$ cat src/rtl/store_pkg.sv
// Shared definitions for the store path: FSM state encoding, access-size
// codes and the alignment rule used to reject illegal store requests.
package store_pkg;

   typedef enum logic [2:0] {
      IDLE = 3'd0,
      RD   = 3'd1,
      WAIT = 3'd2,
      WR   = 3'd3,
      FIN  = 3'd4
   } state_t;

   localparam logic [1:0] SZ_BYTE = 2'b00;
   localparam logic [1:0] SZ_HALF = 2'b01;
   localparam logic [1:0] SZ_WORD = 2'b10;

   // True when the request cannot be served: half on an odd byte, word off a
   // word boundary, or the reserved size code.
   function automatic logic is_misaligned(input logic [1:0] size,
                                          input logic [1:0] off);
      logic r;
      case (size)
         SZ_BYTE: r = 1'b0;
         SZ_HALF: r = off[0];
         SZ_WORD: r = (off != 2'b00);
         default: r = 1'b1;
      endcase
      return r;
   endfunction

endpackage

$ cat src/rtl/store_merge_unit_lane_merge.sv
// lane_merge: combinational little-endian lane insertion. The new byte or
// halfword replaces its lane in the old word; every other bit is preserved.
module lane_merge
   import store_pkg::*;
#(
   parameter int WIDTH = 32
) (
   input  logic [WIDTH-1:0] i_old,
   input  logic [WIDTH-1:0] i_new,
   input  logic [1:0]       i_size,
   input  logic [1:0]       i_off,
   output logic [WIDTH-1:0] o_merged
);

   // Overlay the selected lane onto the old word.
   always_comb begin
      o_merged = i_old;
      case (i_size)
         SZ_BYTE: begin
            case (i_off)
               2'd0:    o_merged[7:0]   = i_new[7:0];
               2'd1:    o_merged[15:8]  = i_new[7:0];
               2'd2:    o_merged[23:16] = i_new[7:0];
               default: o_merged[31:24] = i_new[7:0];
            endcase
         end
         SZ_HALF: begin
            if (i_off[1]) o_merged[31:16] = i_new[15:0];
            else          o_merged[15:0]  = i_new[15:0];
         end
         SZ_WORD: o_merged = i_new;
         default: o_merged = i_old;
      endcase
   end

endmodule

$ cat src/rtl/store_merge_unit.sv
// store_merge_unit: multicycle store path. Narrows a register value to
// byte/half/word and writes it to single-port, synchronous-read data memory,
// using read-modify-write for sub-word stores.
// Optional feature: define STORE_MERGE_OVF_EN to build the narrowing
// overflow check; otherwise Ovf is tied low.
module store_merge_unit
   import store_pkg::*;
#(
   parameter int WIDTH  = 32,
   parameter int ADDR_W = 10
) (
   input  logic              clk,
   input  logic              rst_n,
   input  logic              Start,
   input  logic [ADDR_W+1:0] Addr,
   input  logic [WIDTH-1:0]  Data,
   input  logic [1:0]        Size,
   input  logic [WIDTH-1:0]  MemRData,
   output logic [ADDR_W-1:0] MemAddr,
   output logic              MemWE,
   output logic [WIDTH-1:0]  MemWData,
   output logic              Busy,
   output logic              Done,
   output logic              Err,
   output logic              Ovf
);

   state_t              r_state;
   logic [WIDTH-1:0]    r_data;
   logic [1:0]          r_size;
   logic [1:0]          r_off;
   logic [ADDR_W-1:0]   r_addr;
   logic [WIDTH-1:0]    r_wdata;
   logic                r_err;

   logic                w_accept;
   logic                w_misaligned;
   logic [WIDTH-1:0]    w_merged;

   assign w_accept     = (r_state == IDLE) && Start;
   assign w_misaligned = is_misaligned(Size, Addr[1:0]);

   lane_merge #(.WIDTH(WIDTH)) u_lane_merge (
      .i_old    (MemRData),
      .i_new    (r_data),
      .i_size   (r_size),
      .i_off    (r_off),
      .o_merged (w_merged)
   );

   // Capture the request operands when a new store is accepted.
   always_ff @(posedge clk) begin
      if (w_accept) begin
         r_data <= Data;
         r_size <= Size;
         r_off  <= Addr[1:0];
      end
   end

   // Control FSM: sequences read, merge and write, and owns the memory
   // address/data registers so they hold outside RD and WR.
   always_ff @(posedge clk) begin
      if (!rst_n) begin
         r_state <= IDLE;
         r_addr  <= '0;
         r_wdata <= '0;
         r_err   <= 1'b0;
      end else begin
         case (r_state)
            IDLE: begin
               if (Start) begin
                  r_err <= w_misaligned;
                  if (w_misaligned) begin
                     r_state <= FIN;
                  end else begin
                     r_addr <= Addr[ADDR_W+1:2];
                     if (Size == SZ_WORD) begin
                        // Full-word store needs no read; data goes out as is.
                        r_wdata <= Data;
                        r_state <= WR;
                     end else begin
                        r_state <= RD;
                     end
                  end
               end
            end
            RD:      r_state <= WAIT;
            WAIT: begin
               // Read data is valid now; register the merged word for WR.
               r_wdata <= w_merged;
               r_state <= WR;
            end
            WR:      r_state <= FIN;
            FIN:     r_state <= IDLE;
            default: r_state <= IDLE;
         endcase
      end
   end

`ifdef STORE_MERGE_OVF_EN
   logic r_ovf;

   // A value overflows when its truncated lane does not sign-extend back to
   // the original register value.
   function automatic logic narrow_ovf(input logic [1:0] size,
                                       input logic [WIDTH-1:0] d);
      logic r;
      case (size)
         SZ_BYTE: r = !((&d[WIDTH-1:7])  || (~|d[WIDTH-1:7]));
         SZ_HALF: r = !((&d[WIDTH-1:15]) || (~|d[WIDTH-1:15]));
         default: r = 1'b0;
      endcase
      return r;
   endfunction

   // Evaluate overflow once at acceptance; rejected requests never flag it.
   always_ff @(posedge clk) begin
      if (!rst_n) begin
         r_ovf <= 1'b0;
      end else if (w_accept) begin
         r_ovf <= !w_misaligned && narrow_ovf(Size, Data);
      end
   end

   assign Ovf = r_ovf;
`else
   assign Ovf = 1'b0;
`endif

   assign MemWE    = (r_state == WR);
   assign Busy     = (r_state != IDLE);
   assign Done     = (r_state == FIN);
   assign Err      = r_err;
   assign MemAddr  = r_addr;
   assign MemWData = r_wdata;

endmodule

$ cat config.mk
export PLATFORM = sky130hd
export DESIGN_NAME = store_merge_unit
export DESIGN_NICKNAME = d
export VERILOG_FILES = /design/src/rtl/store_pkg.sv /design/src/rtl/store_merge_unit_lane_merge.sv /design/src/rtl/store_merge_unit.sv
export SDC_FILE = /design/constraint.sdc
export NUM_CORES = 1
export LEC_CHECK = 0
export CORE_MARGIN = 1
export CORE_UTILIZATION = 32
export CTS_CLUSTER_SIZE = 12
export DETAILED_ROUTE_END_ITERATION = 8
export PLACE_DENSITY = 0.67
export SETUP_SLACK_MARGIN = 0.5
export SLEW_MARGIN = 20
export SYNTH_ARGS = -nofsm -noshare
export SYNTH_HDL_FRONTEND = slang
export SYNTH_SLANG_ARGS = --single-unit
export TNS_END_PERCENT = 50
$ cat constraint.sdc
create_clock -name clk -period 8.2 [get_ports clk]
set_input_delay 2.46 -clock clk [delete_from_list [all_inputs] [get_ports clk]]
set_output_delay 2.46 -clock clk [all_outputs]
set_load 0.05 [all_outputs]
==> summary.txt, run 1 <==
Status
  – Outcome: complete, no violations

STA
  – Unrepaired setup endpoints after global routing: false
  – Clock skew: 7.866 ps
  – Worst hold slack: 446.0 ps
  – Endpoints failing hold: 0
  – Pins over their slew limit: 0
  – Slew at the pin with the worst max-slew slack: 1083 ps
  – Setup tns final: 0 ps
  – Setup violators final: 0
  – Fmax: 215.3 MHz
  – Final period utilization: 56.65%
  – Tmin final: 4645 ps
  – Headroom to the max-slew limit: 27.82%

Detailed routing
  – ANT nets after route: 0
  – Remaining DRCs: 0
  – Iter 0 DRT Violations: 299
  – First-pass DRT Iterations: 5
  – Detailed Route WL: 13,120 µm
  – Wire per inst: 18.82 µm
  – Via Count: 3,850
  – Vias/cell: 5.524

Finish
  – Cell area after layout: 5746 µm²
  – Share of layout cells above drive strength 1: 7.372%
  – Nets@finish: 605
  – Diodes inserted: 0
  – Synth-to-layout area growth: 40.90%

Clocking
  – Total CTS buffers: 9
  – Clock root cell: clkbuf_16
  – CTS tree: done
  – Post-CTS setup buffers: 0
  – # hold bufs at CTS: 0
  – Clock latency on the worst-skew pair: 340 ps
  – Clock sinks: 82
  – Post-CTS sizing: 0
  – CTS clk-pin slew, worst paths: 60 ps
  – H-tree depth: 3
  – Longest Clk Path Bufs: 2

Yosys
  – Post-synth top area share: 26.51%
  – Post-synth ARST share: 0%
  – Synthesis-stage register bit count: 82
  – Synth area leader: edfxtp_1
  – Seq/Total Area, Yosys: 49.09%
  – Synthesized area: 4078 µm²
  – Syn_nets: 501
  – Synth cell types: 48
  – Post-synth EDFFs: 36
  – Mean Syn Cell Area: 9.709 µm²
  – Yosys warns: 0
  – Top FF cell, synth: dfxtp_1
  – Synth Instances: 420
  – Ranking of synthesized cells by area: edfxtp_1 27%, dfxtp_1 23%, and3_1 3.7%

Critical path
  – Crit path DAT: 4890 ps
  – Crit path required time: 8440 ps
  – Crit path capture: MemWData[25]
  – Cells on worst reg2reg path: 4
  – CP startpoint: Size[0]
  – CP startpoint kind: input pin
  – R2r startpoint: r_off[1]
  – Worst reg2reg setup slack: 5580 ps
  – Reg-to-Reg End: MemWData[25]
  – Kind of critical path: input pin to flop
  – CP Capture Type: flop
  – CP max FO: 20

Global routing
  – Largest net degree at the start of global routing: 38
  – GRT Total Usage: 20.43%
  – Global-route wire length before repair: 20,500 µm
  – Initial antenna violation count: 0
  – GRT Residual Overflow: 0
  – Vias in the first global route: 3,798

Floorplan
  – Starting Density: 33.39%
  – IO Pins: 128
  – Core ar.: 12,210 µm²
  – Die X: 114.9 µm
  – Cell row count: 40
  – DIE AREA: 13,200 µm²
  – Die Height: 114.9 µm

Power and ir drop
  – Peak VDD IR: 124.1 µV
  – PD cells: 212.2 nW/µm²
  – Pleak: 2.121 nW
  – Total power: 1.219 mW

Hold path
  – Hold Path Class: flop to flop

Placed design
  – Area of placed instances: 5434 µm²
  – Routability cong.: 0.8560
  – Port bufs: 126
  – Dpl hpwl: 9243 µm

Flow run
  – Max-Cap Viols: 0
critical path, cell delays in order:
cell and delay (ps):
clkdlybuf4s50_1 450, nor3_2 530, and2_1 750, o211ai_1 360, o31ai_1 330
metal layers:
| metal | GRT usage (%) | wire [µm] | vias to the layer above |
|---|---|---|---|
| li1 | - | - | 1804 |
| met4 | 6.840 | 230 | 0 |
| met5 | 0 | 0 | - |
| met3 | 4.428 | 908 | 17 |
| met1 | 27.43 | 5868 | 1855 |
| met2 | 32.61 | 6109 | 174 |
synth_stat cells, drive strengths merged, types with 3 or more instances:
| cell type | number |
|---|---|
| a31oi | 16 |
| mux2i | 11 |
| clkbuf | 14 |
| dfxtp | 46 |
| nand3 | 9 |
| a221oi | 6 |
| a221o | 8 |
| mux2 | 8 |
| o21ai | 35 |
| and3 | 24 |
| edfxtp | 36 |
| o22ai | 8 |
| a211o | 8 |
| a21oi | 26 |
| nor3 | 10 |
| o211ai | 17 |
| nor2 | 34 |
| nor4b | 11 |
| buf | 22 |
| nor3b | 4 |
| inv | 9 |
| o31ai | 8 |
| nand2b | 3 |
| nand2 | 26 |
layout make-up:
cell class	instances	area [µm²]
clock buffers	15	300.3
flip-flops and latches	82	2002
inverters	9	33.78
multi-input cells	293	1911
repair buffers	129	1284
clock inverters	1	5.005
well taps	168	210.2
fillers	1197	6466
power by group:
| part | internal, mW | switching, mW | total, mW | leakage (nW) |
|---|---|---|---|---|
| Sequential | 0.470 | 0.0384 | 0.509 | 0.718 |
| Clock | 0.250 | 0.157 | 0.408 | 0.150 |
| Combinational | 0.121 | 0.181 | 0.302 | 1.25 |
state kept, by name (all words and copies together) (netlist names):
name,count
r_off,2
Err,1
r_state,3
r_size,2
MemWData,32
MemAddr,10
r_data,32
layout by cell type (no fill, tap or decap), types with 9 or more instances in the layout:
cell,n
a21oi_1,26
clkdlybuf4s50_1,126
o21ai_0,18
edfxtp_1,36
dfxtp_1,46
nor2_1,33
nand2_1,25
and3_1,24
mux2i_1,11
nor4b_1,9
a31oi_1,16
nor3_1,9
o211ai_1,17
clkbuf_16,11
o21ai_1,16
nand3_1,9
kinds of logic after synthesis:
logic type             share of synthesized area (%)
and+or+nand+nor                                18.84
other                                        0.09196
muxes                                          4.910
buffers and inverters                          4.848
AOI/OAI and AO/OA                              22.22
DFF                                            49.09
metrics by stage:
stage / worst slack [ps] / utilization [%] / cells
floorplan: 2815 / - / 420
global placement: 3423 / 44.50 / 681
detailed placement: 3253 / 44.50 / 681
CTS: 3596 / 47.00 / 697
global route: 3360 / 47.05 / 697
finish: 3555 / 47.05 / 697
worst min path at each step:
stage                       startpoint  slack, ps  cells after the start            to
after floorplan             r_state[2]        600                      2    r_state[1]
after global placement    MemWData[20]        440                      2  MemWData[20]
after detailed placement   MemWData[8]        440                      2   MemWData[8]
after CTS                  MemWData[8]        450                      2   MemWData[8]
after global routing      MemWData[20]        460                      2  MemWData[20]
final                     MemWData[21]        450                      2  MemWData[21]
(Power assumes the default switching activity.)
==> run 2, diff against run 1 <==
- clock period: 8.2 -> 4.3 ns (I/O delays scaled with it)
==> run 2 against run 1 <==
Compared with the run above: critical path depth is 2 lower; core utilization is 0.19 points higher; final area rose by 0.41%; combinational power increased by 92%.
==> summary.txt, run 2 (synthesized netlist as in run 1, its figures left out) <==
Critical path
  – CP peak stage delay: 830 ps
  – Crit path required time: 3010 ps
  – Worst reg2reg setup slack: 1920 ps
  – Crit path DAT: 2130 ps
  – CP Capture Type: primary output
  – CP max FO: 14
  – Worst path slowest cell: clkdlybuf4s50_1
  – Cells on worst reg2reg path: 4
  – R2r startpoint: r_size[0]
  – Reg-to-Reg End: MemWData[2]
  – Worst-path cell chain: nand2_1 -> nor2_1 -> clkdlybuf4s50_1
  – CP startpoint kind: flop
  – Kind of critical path: flop to primary output

Detailed routing
  – Remaining DRCs: 0
  – Iter 0 DRT Violations: 259
  – Detailed Route WL: 12,790 µm
  – Wire per inst: 18.22 µm
  – Via Count: 3,815
  – ANT nets after route: 0
  – First-pass DRT Iterations: 5
  – Vias/cell: 5.434

STA
  – Setup tns final: 0 ps
  – Pins over their slew limit: 0
  – Unrepaired setup endpoints after global routing: false
  – Endpoints failing hold: 0
  – Headroom to the max-slew limit: 26.69%
  – Setup violators final: 0
  – Slew at the pin with the worst max-slew slack: 1100 ps
  – Final setup margin: 877.9 ps
  – Fmax: 292.2 MHz
  – Clock skew: 7.418 ps
  – Tmin final: 3422 ps
  – Final period utilization: 79.58%

Power and ir drop
  – PD cells: 402.4 nW/µm²
  – Pleak: 2.136 nW
  – Comb power frac: 25.0%
  – Net Switching: 0.7223 mW
  – Peak VDD IR: 188.0 µV
  – Clock power share: 33.3%
  – Total power: 2.321 mW
  – Sw frac: 31.11%
  – Seq pwr share: 41.7%
  – P_int: 1.599 mW

Clocking
  – H-tree depth: 3
  – Total CTS buffers: 9
  – CTS tree: done
  – Longest Clk Path Bufs: 2
  – # hold bufs at CTS: 0
  – Post-CTS setup buffers: 0
  – Post-CTS sizing: 0
  – Clock latency on the worst-skew pair: 330 ps
  – CTS clk-pin slew, worst paths: 60 ps
  – Clock sinks: 82
  – Clock root cell: clkbuf_16

Finish
  – Filler Cells Inserted: 1,160
  – Nets@finish: 610
  – Most common cell after layout, fill and taps aside: clkdlybuf4s50_1
  – Share of layout cells above drive strength 1: 8.052%
  – Post-layout util: 47.24%
  – Synth-to-layout area growth: 41.49%
  – Finished Layout Cells: 702
  – Diodes inserted: 0
  – Most frequent cells in the layout: 126 x clkdlybuf4s50_1, 46 x dfxtp_1, 36 x edfxtp_1, 33 x nor2_1, 26 x a21oi_1

Global routing
  – GRT Residual Overflow: 0
  – Global-route wire length before repair: 19,930 µm
  – GRT Total Usage: 19.95%
  – Initial antenna violation count: 0
  – Vias in the first global route: 3,804
  – Largest net degree at the start of global routing: 35

Hold path
  – Hold depth: 2
  – Hold Crit Start: MemWData[8]
  – Hold path endpoint: MemWData[8]
  – Hold Path Class: flop to flop

Placed design
  – Routability cong.: 0.8542
  – Port bufs: 126
  – Cell total after placement: 686
  – Dpl hpwl: 9013 µm
  – DP Worst Slack: 975.7 ps

Floorplan
  – IO Pins: 128
  – Starting Density: 33.39%
  – Die Height: 114.9 µm
  – Cell row count: 40
  – Core ar.: 12,210 µm²
  – DIE AREA: 13,200 µm²
  – Die X: 114.9 µm

Flow run
  – Max-Cap Viols: 0

Status
  – Outcome: complete, no violations
run 2: worst max path at each step:
stage | slack [ps] | endpoint | from | cells past startpoint
2_1_floorplan | 1000 | MemAddr[1] | Start | 5
3_3_place_gp | 1040 | MemWData[7] | rst_n | 6
3_5_place_dp | 980 | MemWData[1] | rst_n | 6
4_1_cts | 880 | MemWE | r_state[1] | 3
5_1_grt | 740 | MemWE | r_state[1] | 3
6_report | 880 | MemWE | r_state[1] | 3
run 2: metal layers:
| metal | part of all wire [%] | global-route usage (%) | up-vias | wire [µm] |
|---|---|---|---|---|
| li1 | - | - | 1815 | - |
| met1 | 44 | 25.71 | 1781 | 5629 |
| met2 | 45 | 30.92 | 196 | 5813 |
| met3 | 8.3 | 5.535 | 23 | 1057 |
| met4 | 2.3 | 9.524 | 0 | 293 |
| met5 | 0 | 0 | - | 0 |
run 2: layout make-up:
cell class	instances	area, µm²	area share (%)
sequential	82	2002	34.70
multi-input combinational	293	1904	33.01
timing repair buffer	134	1321	22.90
clock buffer	12	246.5	4.272
tap	168	210.2	3.643
clock inverter	4	51.30	0.8892
inverter	9	33.78	0.5856
run 2: power groups by stage:
stage / Sequential [mW] / Combinational [mW] / Clock, mW
after floorplan: 1.07 / 0.254 / 0
after global placement: 0.981 / 0.569 / 0
after detailed placement: 0.982 / 0.578 / 0
after CTS: 0.967 / 0.581 / 0.786
after global routing: 0.979 / 0.619 / 0.823
final: 0.969 / 0.580 / 0.773
run 2: worst max-delay path, delay by kind of cell, from the launching register on:
kind                   cells  cell delay [ps]
buffers and inverters      1              830
DFF                        1              640
and+or+nand+nor            2              320
run 2: stage by stage:
stage                     hold slack (ps)  area, µm²
after floorplan                     621.8       4086
after global placement              439.3       5472
after detailed placement            442.6       5472
after CTS                           451.2       5769
after global routing                470.5       5769
final                               448.9       5769
